File: src/rtl/kpscan_pkg.sv
// kpscan shared types: scanner state encoding and key code helper.
// Imported by the scanner top and reused wherever a key code is formed.
package kpscan_pkg;

    typedef enum logic [1:0] {
        ST_SCAN     = 2'd0,
        ST_DEBOUNCE = 2'd1,
        ST_HELD     = 2'd2,
        ST_RELEASE  = 2'd3
    } kp_state_e;

    // Linear key number in row-major order.
    function automatic int unsigned kp_code(
        input int unsigned row,
        input int unsigned col,
        input int unsigned ncols
    );
        return row * ncols + col;
    endfunction

endpackage

File: src/rtl/kpscan_sync.sv
// kpscan_sync: W-bit two-flop synchronizer for asynchronous inputs.
// Resets to all ones, the idle (no key) level of the keypad rows.
module kpscan_sync #(
    parameter int W = 4
) (
    input  logic         clk_i,
    input  logic         rst_n_i,
    input  logic [W-1:0] d_i,
    output logic [W-1:0] q_o
);

    logic [W-1:0] meta_q;
    logic [W-1:0] sync_q;

    // Two-stage capture; only sync_q is used by downstream logic.
    always_ff @(posedge clk_i or negedge rst_n_i) begin
        if (!rst_n_i) begin
            meta_q <= '1;
            sync_q <= '1;
        end else begin
            meta_q <= d_i;
            sync_q <= meta_q;
        end
    end

    assign q_o = sync_q;

endmodule

File: src/rtl/kpscan.sv
// kpscan: matrix keypad scanner with press/release debounce.
// Drives one active-low column at a time and reports one debounced key.
module kpscan #(
    parameter int NROWS        = 4,
    parameter int NCOLS        = 4,
    parameter int SCAN_CYC     = 1000,
    parameter int DEBOUNCE_CYC = 50000,
    parameter int CW           = $clog2(NROWS * NCOLS)
) (
    input  logic             clk,
    input  logic             reset_n,
    input  logic [NROWS-1:0] kpr,
    output logic [NCOLS-1:0] kpc,
    output logic [CW-1:0]    key_code,
    output logic             key_valid,
    output logic             kphit,
    output logic             multi_err
);

    import kpscan_pkg::*;

    localparam int MAXC = (SCAN_CYC > DEBOUNCE_CYC) ? SCAN_CYC : DEBOUNCE_CYC;
    localparam int CNTW = $clog2(MAXC);
    localparam int RW   = $clog2(NROWS);
    localparam int CLW  = $clog2(NCOLS);

    // Scan sample point, and last count of a debounce window. The
    // window's first matching cycle is the one that triggered it
    // (scan sample or first released cycle), so the counter stops
    // one short of DEBOUNCE_CYC-1.
    localparam logic [CNTW-1:0] SCAN_LAST = CNTW'(SCAN_CYC - 1);
    localparam logic [CNTW-1:0] DEB_LAST  = CNTW'(DEBOUNCE_CYC - 2);
    localparam logic [CLW-1:0]  COL_LAST  = CLW'(NCOLS - 1);

    logic [NROWS-1:0] rs;

    kp_state_e        state_q, state_d;
    logic [CNTW-1:0]  cnt_q,   cnt_d;
    logic [CLW-1:0]   col_q,   col_d;
    logic [RW-1:0]    row_q,   row_d;
    logic [CW-1:0]    code_q,  code_d;
    logic             valid_q, valid_d;
    logic             hit_q,   hit_d;
    logic             merr_q,  merr_d;

    logic [3:0]       nlow;
    logic [RW-1:0]    low_idx;
    logic [NROWS-1:0] row_pat;
    logic [CLW-1:0]   col_nxt;

    kpscan_sync #(
        .W(NROWS)
    ) u_sync (
        .clk_i   (clk),
        .rst_n_i (reset_n),
        .d_i     (kpr),
        .q_o     (rs)
    );

    // Count low rows and remember which one is low.
    always_comb begin
        nlow    = '0;
        low_idx = '0;
        for (int i = 0; i < NROWS; i++) begin
            if (!rs[i]) begin
                nlow    = nlow + 4'd1;
                low_idx = RW'(i);
            end
        end
    end

    // Expected row pattern for the latched key and the wrapped next column.
    always_comb begin
        row_pat = ~(NROWS'(1) << row_q);
        col_nxt = (col_q == COL_LAST) ? '0 : col_q + CLW'(1);
    end

    // Next-state logic for the scan / debounce / hold / release walk.
    always_comb begin
        state_d = state_q;
        cnt_d   = cnt_q;
        col_d   = col_q;
        row_d   = row_q;
        code_d  = code_q;
        valid_d = 1'b0;
        hit_d   = hit_q;
        merr_d  = 1'b0;

        unique case (state_q)
            ST_SCAN: begin
                if (cnt_q == SCAN_LAST) begin
                    cnt_d = '0;
                    if (nlow == 4'd0) begin
                        col_d = col_nxt;
                    end else if (nlow == 4'd1) begin
                        row_d   = low_idx;
                        state_d = ST_DEBOUNCE;
                    end else begin
                        merr_d = 1'b1;
                        col_d  = col_nxt;
                    end
                end else begin
                    cnt_d = cnt_q + CNTW'(1);
                end
            end

            ST_DEBOUNCE: begin
                if (rs != row_pat) begin
                    state_d = ST_SCAN;
                    cnt_d   = '0;
                end else if (cnt_q == DEB_LAST) begin
                    state_d = ST_HELD;
                    cnt_d   = '0;
                    code_d  = CW'(kp_code(32'(row_q), 32'(col_q), NCOLS));
                    valid_d = 1'b1;
                    hit_d   = 1'b1;
                end else begin
                    cnt_d = cnt_q + CNTW'(1);
                end
            end

            ST_HELD: begin
                if (rs[row_q]) begin
                    state_d = ST_RELEASE;
                    cnt_d   = '0;
                end
            end

            ST_RELEASE: begin
                if (!rs[row_q]) begin
                    state_d = ST_HELD;
                    cnt_d   = '0;
                end else if (cnt_q == DEB_LAST) begin
                    state_d = ST_SCAN;
                    cnt_d   = '0;
                    hit_d   = 1'b0;
                    col_d   = col_nxt;
                end else begin
                    cnt_d = cnt_q + CNTW'(1);
                end
            end

            default: begin
                state_d = ST_SCAN;
                cnt_d   = '0;
            end
        endcase
    end

    // State and registered outputs.
    always_ff @(posedge clk or negedge reset_n) begin
        if (!reset_n) begin
            state_q <= ST_SCAN;
            cnt_q   <= '0;
            col_q   <= '0;
            row_q   <= '0;
            code_q  <= '0;
            valid_q <= 1'b0;
            hit_q   <= 1'b0;
            merr_q  <= 1'b0;
        end else begin
            state_q <= state_d;
            cnt_q   <= cnt_d;
            col_q   <= col_d;
            row_q   <= row_d;
            code_q  <= code_d;
            valid_q <= valid_d;
            hit_q   <= hit_d;
            merr_q  <= merr_d;
        end
    end

    // One-hot active-low column drive decoded from the column register.
    always_comb begin
        kpc = ~(NCOLS'(1) << col_q);
    end

    assign key_code  = code_q;
    assign key_valid = valid_q;
    assign kphit     = hit_q;
    assign multi_err = merr_q;

endmodule

File: config.mk
export PLATFORM = sky130hd
export DESIGN_NAME = kpscan
export DESIGN_NICKNAME = d
export VERILOG_FILES = /design/src/rtl/kpscan_pkg.sv /design/src/rtl/kpscan_sync.sv /design/src/rtl/kpscan.sv
export SDC_FILE = /design/constraint.sdc
export NUM_CORES = 1
export LEC_CHECK = 0
export BUFFER_PORTS_ARGS = -buffer_cell sky130_fd_sc_hd__buf_2
export CELL_PAD_IN_SITES_DETAIL_PLACEMENT = 0
export CELL_PAD_IN_SITES_GLOBAL_PLACEMENT = 1
export CORE_UTILIZATION = 35
export DETAILED_ROUTE_END_ITERATION = 10
export GPL_TIMING_DRIVEN = 0
export HOLD_SLACK_MARGIN = 0.02
export MAX_ROUTING_LAYER = met4
export PLACE_DENSITY = 0.69
export SETUP_SLACK_MARGIN = 0.3
export SYNTH_ARGS = -nofsm -noshare
export SYNTH_HDL_FRONTEND = slang
export SYNTH_HIERARCHICAL = 1
export SYNTH_SLANG_ARGS = --single-unit
File: constraint.sdc
create_clock -name clk -period 2.75 [get_ports clk]
set_input_delay 0.1375 -clock clk [delete_from_list [all_inputs] [get_ports clk]]
set_output_delay 0.1375 -clock clk [all_outputs]
set_load 0.005 [all_outputs]
==> flow_summary.json <==
{
  "status": "complete, no violations",
  "clock_sinks": 37,
  "final-setup-viol-count": 0,
  "endpoint_kind": "flip-flop",
  "gp_congestion": 0.770,
  "clkPwrFrac_pct": 34.4,
  "timing.critical_path.mode_cell": "a31oi_4",
  "max_slew_margin_pct": 46.7,
  "grt_start_max_net_pins": 38,
  "synth_top_area_cell": "dfrtp_1",
  "clock_skew_ns": 0.00922,
  "die_x_um": 77.1,
  "cts_max_level": 2,
  "grt_antenna_before_repair": 0,
  "synth_mux_area_share_pct": 6.21,
  "clk_latency_ns": 0.29,
  "r2r-end": "col_q[0]$_DFFE_PN0P_",
  "hp-start": "u_sync/meta_q[3]$_DFF_PN1_",
  "drtAntennaViolNets": 0,
  "worstSetupPathType": "reg -> reg",
  "wl_um": 3930,
  "crit_start": "u_sync/q_o[2]$_DFF_PN1_",
  "power_leakage_nw": 1.17,
  "final-hold-violation-count": 0,
  "die-area_um2": 5950,
  "synth_warnings": 6,
  "p_sw_share_pct": 24.1,
  "fmax_mhz": 414,
  "overflow": 0,
  "pin_count": 17,
  "avgSynthCellArea_um2": 10.7,
  "synthesis.nets": 200,
  "port_buffers": 16,
  "power_frac_seq_pct": 52.6,
  "fp.coreArea_um2": 5270,
  "max_stage_delay_ns": 0.51,
  "netlist_instances": 185,
  "setup_tns_ns": 0,
  "vdd_drop_max_mv": 0.180,
  "synth_top_family_by_area": "simple AND/OR/NAND/NOR gates",
  "comb_power_share_pct": 13.0,
  "worstPathMaxFanout": 8,
  "final_cell_mix": "dfrtp_1, nor2_1, buf_2, inv_1, buf_4",
  "synth-edff-count": 0,
  "detail_route.iter0.violations": 71,
  "internal-power_mw": 0.806,
  "area_delta_synth_final_pct": 31.1,
  "fin_nets": 245,
  "async_flop_share_pct": 100,
  "reg2reg_slack_ns": 0.33,
  "grt_usage_pct": 14.3,
  "grt_pass1_vias": 1398,
  "hold_path.class": "reg -> reg",
  "crit_chain": "buf_2 > nand2b_1 > and2_4 > ha_4 > nor2b_4 > a31oi_4 > o221ai_4 > a31oi_4 > mux2_4",
  "yosysSeqAreaShare_pct": 47.4,
  "drv_cap": 0,
  "rows": 26,
  "multi_input_area_um2": 1120,
  "final_util_pct": 49.1,
  "syn_area_um2": 1970,
  "grt_pass1_wl_um": 6450,
  "critPathSlowestCell": "dfstp_2",
  "route.detailed.drc": 0,
  "synth.area.top_cells": "dfrtp_1, dfstp_2, ha_1, mux2_2, nor2_1",
  "worstPathRequired_ns": 2.92,
  "ys_ff_latch": 37,
  "slew_viol_final": 0,
  "timing.critical_path.to": "col_q[0]$_DFFE_PN0P_",
  "synthAdderAreaFrac_pct": 5.70,
  "seq_area_um2": 936,
  "drive_gt1_share_pct": 36.8,
  "p_sw_mw": 0.257,
  "rr_worst_depth": 9,
  "ys_types": 47,
  "num_vias": 1466,
  "clockBufferDepth": 2,
  "n_antenna_cell": 0,
  "start_util_pct": 37.5,
  "post_drt_via_cell_ratio": 4.87,
  "synth_compound_area_share_pct": 9.32,
  "dp.cells": 271,
  "fin_crit_sh_pct": 87.9,
  "dp_hpwl_um": 2410,
  "critPathArrivalTime_ns": 2.59,
  "first_pass_iters": 4,
  "rr_startpoint": "u_sync/q_o[2]$_DFF_PN1_",
  "p_per_area_nw_per_um2": 411,
  "wl_per_cell_um": 13.0,
  "numCtsBuffers": 5,
  "instances_no_fill": 301,
  "ys.flop_type": "dfrtp_1",
  "cts-root-buf": "clkbuf_8",
  "cts.clk_slew.worst_paths_ns": 0.07,
  "crit_path_start_kind": "flip-flop",
  "tritoncts": "done",
  "rsz0062_at_grt": "yes",
  "fillers": 495,
  "worst_pin_slew_ns": 0.800,
  "netlist.area_leader.share_pct": 36.8,
  "yosys.area_share.simple_pct": 20.0,
  "fp.dieH_um": 77.1,
  "mostFrequentLayoutCell": "dfrtp_1",
  "period_minus_slack_ns": 2.42,
  "synth_xor_area_share_pct": 7.10
}
[logic make-up (layout without fill, tap and decap cells)]
kind of cell             after synthesis  after routing
AND/OR/NAND/NOR                       70             70
XOR/XNOR                              16             16
AO/OA/AOI/OAI                         22             22
adder cells (fa/ha/maj)                9              9
multiplexers                          10             10
buffers and inverters                 21             67
flip-flops                            37             37
[state kept, by name (all words and copies together) (netlist names)]
| register | cells |
|---|---|
| cnt_q | 16 |
| u_sync/meta_q | 4 |
| state_q | 2 |
| multi_err | 1 |
| row_q | 2 |
| key_valid | 1 |
| kphit | 1 |
| u_sync/q_o | 4 |
| col_q | 2 |
| key_code | 4 |
[power by group through the flow]
stage / sequential (mW) / combinational, mW / clock [mW]
floorplan: 0.568 / 0.0341 / 0
global placement: 0.570 / 0.0539 / 0
detailed placement: 0.570 / 0.0545 / 0
CTS: 0.558 / 0.105 / 0.381
global route: 0.560 / 0.149 / 0.403
finish: 0.560 / 0.138 / 0.365
[worst min-delay path by stage]
stage | to | slack, ns | cells after the start
2_1_floorplan | cnt_q[0]$_DFFE_PN0P_ | -0.16 | 0
3_3_place_gp | u_sync/meta_q[2]$_DFF_PN1_ | 0.24 | 1
3_5_place_dp | u_sync/meta_q[2]$_DFF_PN1_ | 0.24 | 1
4_1_cts | u_sync/q_o[1]$_DFF_PN1_ | 0.36 | 0
5_1_grt | u_sync/q_o[1]$_DFF_PN1_ | 0.37 | 0
6_report | u_sync/q_o[3]$_DFF_PN1_ | 0.36 | 0
[metal layers]
metal  wire length, um  vias to the layer above  part of all wire [%]  GRT usage (%)
met5                 0                        -                     0              -
met4                82                        0                   2.1           5.66
met3               145                       10                   3.7           3.57
met2              1800                       27                    46           21.1
met1              1900                      701                    48           18.8
li1                  -                      728                     -              -
[timing repair]
item | in CTS | in global routing
pin swaps | 4 | 10
hold buffers | 5 | 0
endpoints found under the hold margin | 33 | 0
gates resized for setup | 13 | 18
endpoints found under the setup margin | 5 | 19
buffers inserted | 12 | 5
[worst max-delay path: cells and delay by family, from the launching register on]
kind | cells | cell delay (ns)
AND/OR/NAND/NOR | 3 | 0.48
flip-flops | 1 | 0.51
buffers and inverters | 1 | 0.23
AO/OA/AOI/OAI | 3 | 0.55
adder cells (fa/ha/maj) | 1 | 0.20
multiplexers | 1 | 0.32
[cell usage after synthesis, drive strengths merged (3+ instances only)]
master / count
mux2: 8
buf: 4
dfstp: 8
nand2b: 4
a31oi: 3
nor3: 3
nand3b: 3
nand4: 5
ha: 9
nand2: 12
nor2: 21
xor2: 9
inv: 16
nand3: 6
xnor2: 7
a21oi: 3
dfrtp: 29
o21ai: 3
[stage by stage]
stage / hold slack (ns) / setup slack [ns] / power (mW) / area, um2
3_5_place_dp: 0.244 / 0.0247 / 0.624 / 2150
6_report: 0.357 / 0.332 / 1.06 / 2590
4_1_cts: 0.358 / 0.248 / 1.04 / 2450
5_1_grt: 0.366 / 0.227 / 1.11 / 2590
2_1_floorplan: -0.158 / 0.337 / 0.602 / 1990
3_3_place_gp: 0.243 / 0.0588 / 0.624 / 2150
[final cells by class]
| type | count | share of cell area [%] |
|---|---|---|
| timing repair buffer | 38 | 10.5 |
| tap | 70 | 3.38 |
| buffer | 5 | 0.967 |
| inverter | 16 | 2.32 |
| multi-input combinational | 127 | 43.3 |
| sequential | 37 | 36.2 |
| clock buffer | 5 | 2.66 |
| clock inverter | 3 | 0.677 |
(Power assumes the default switching activity.)
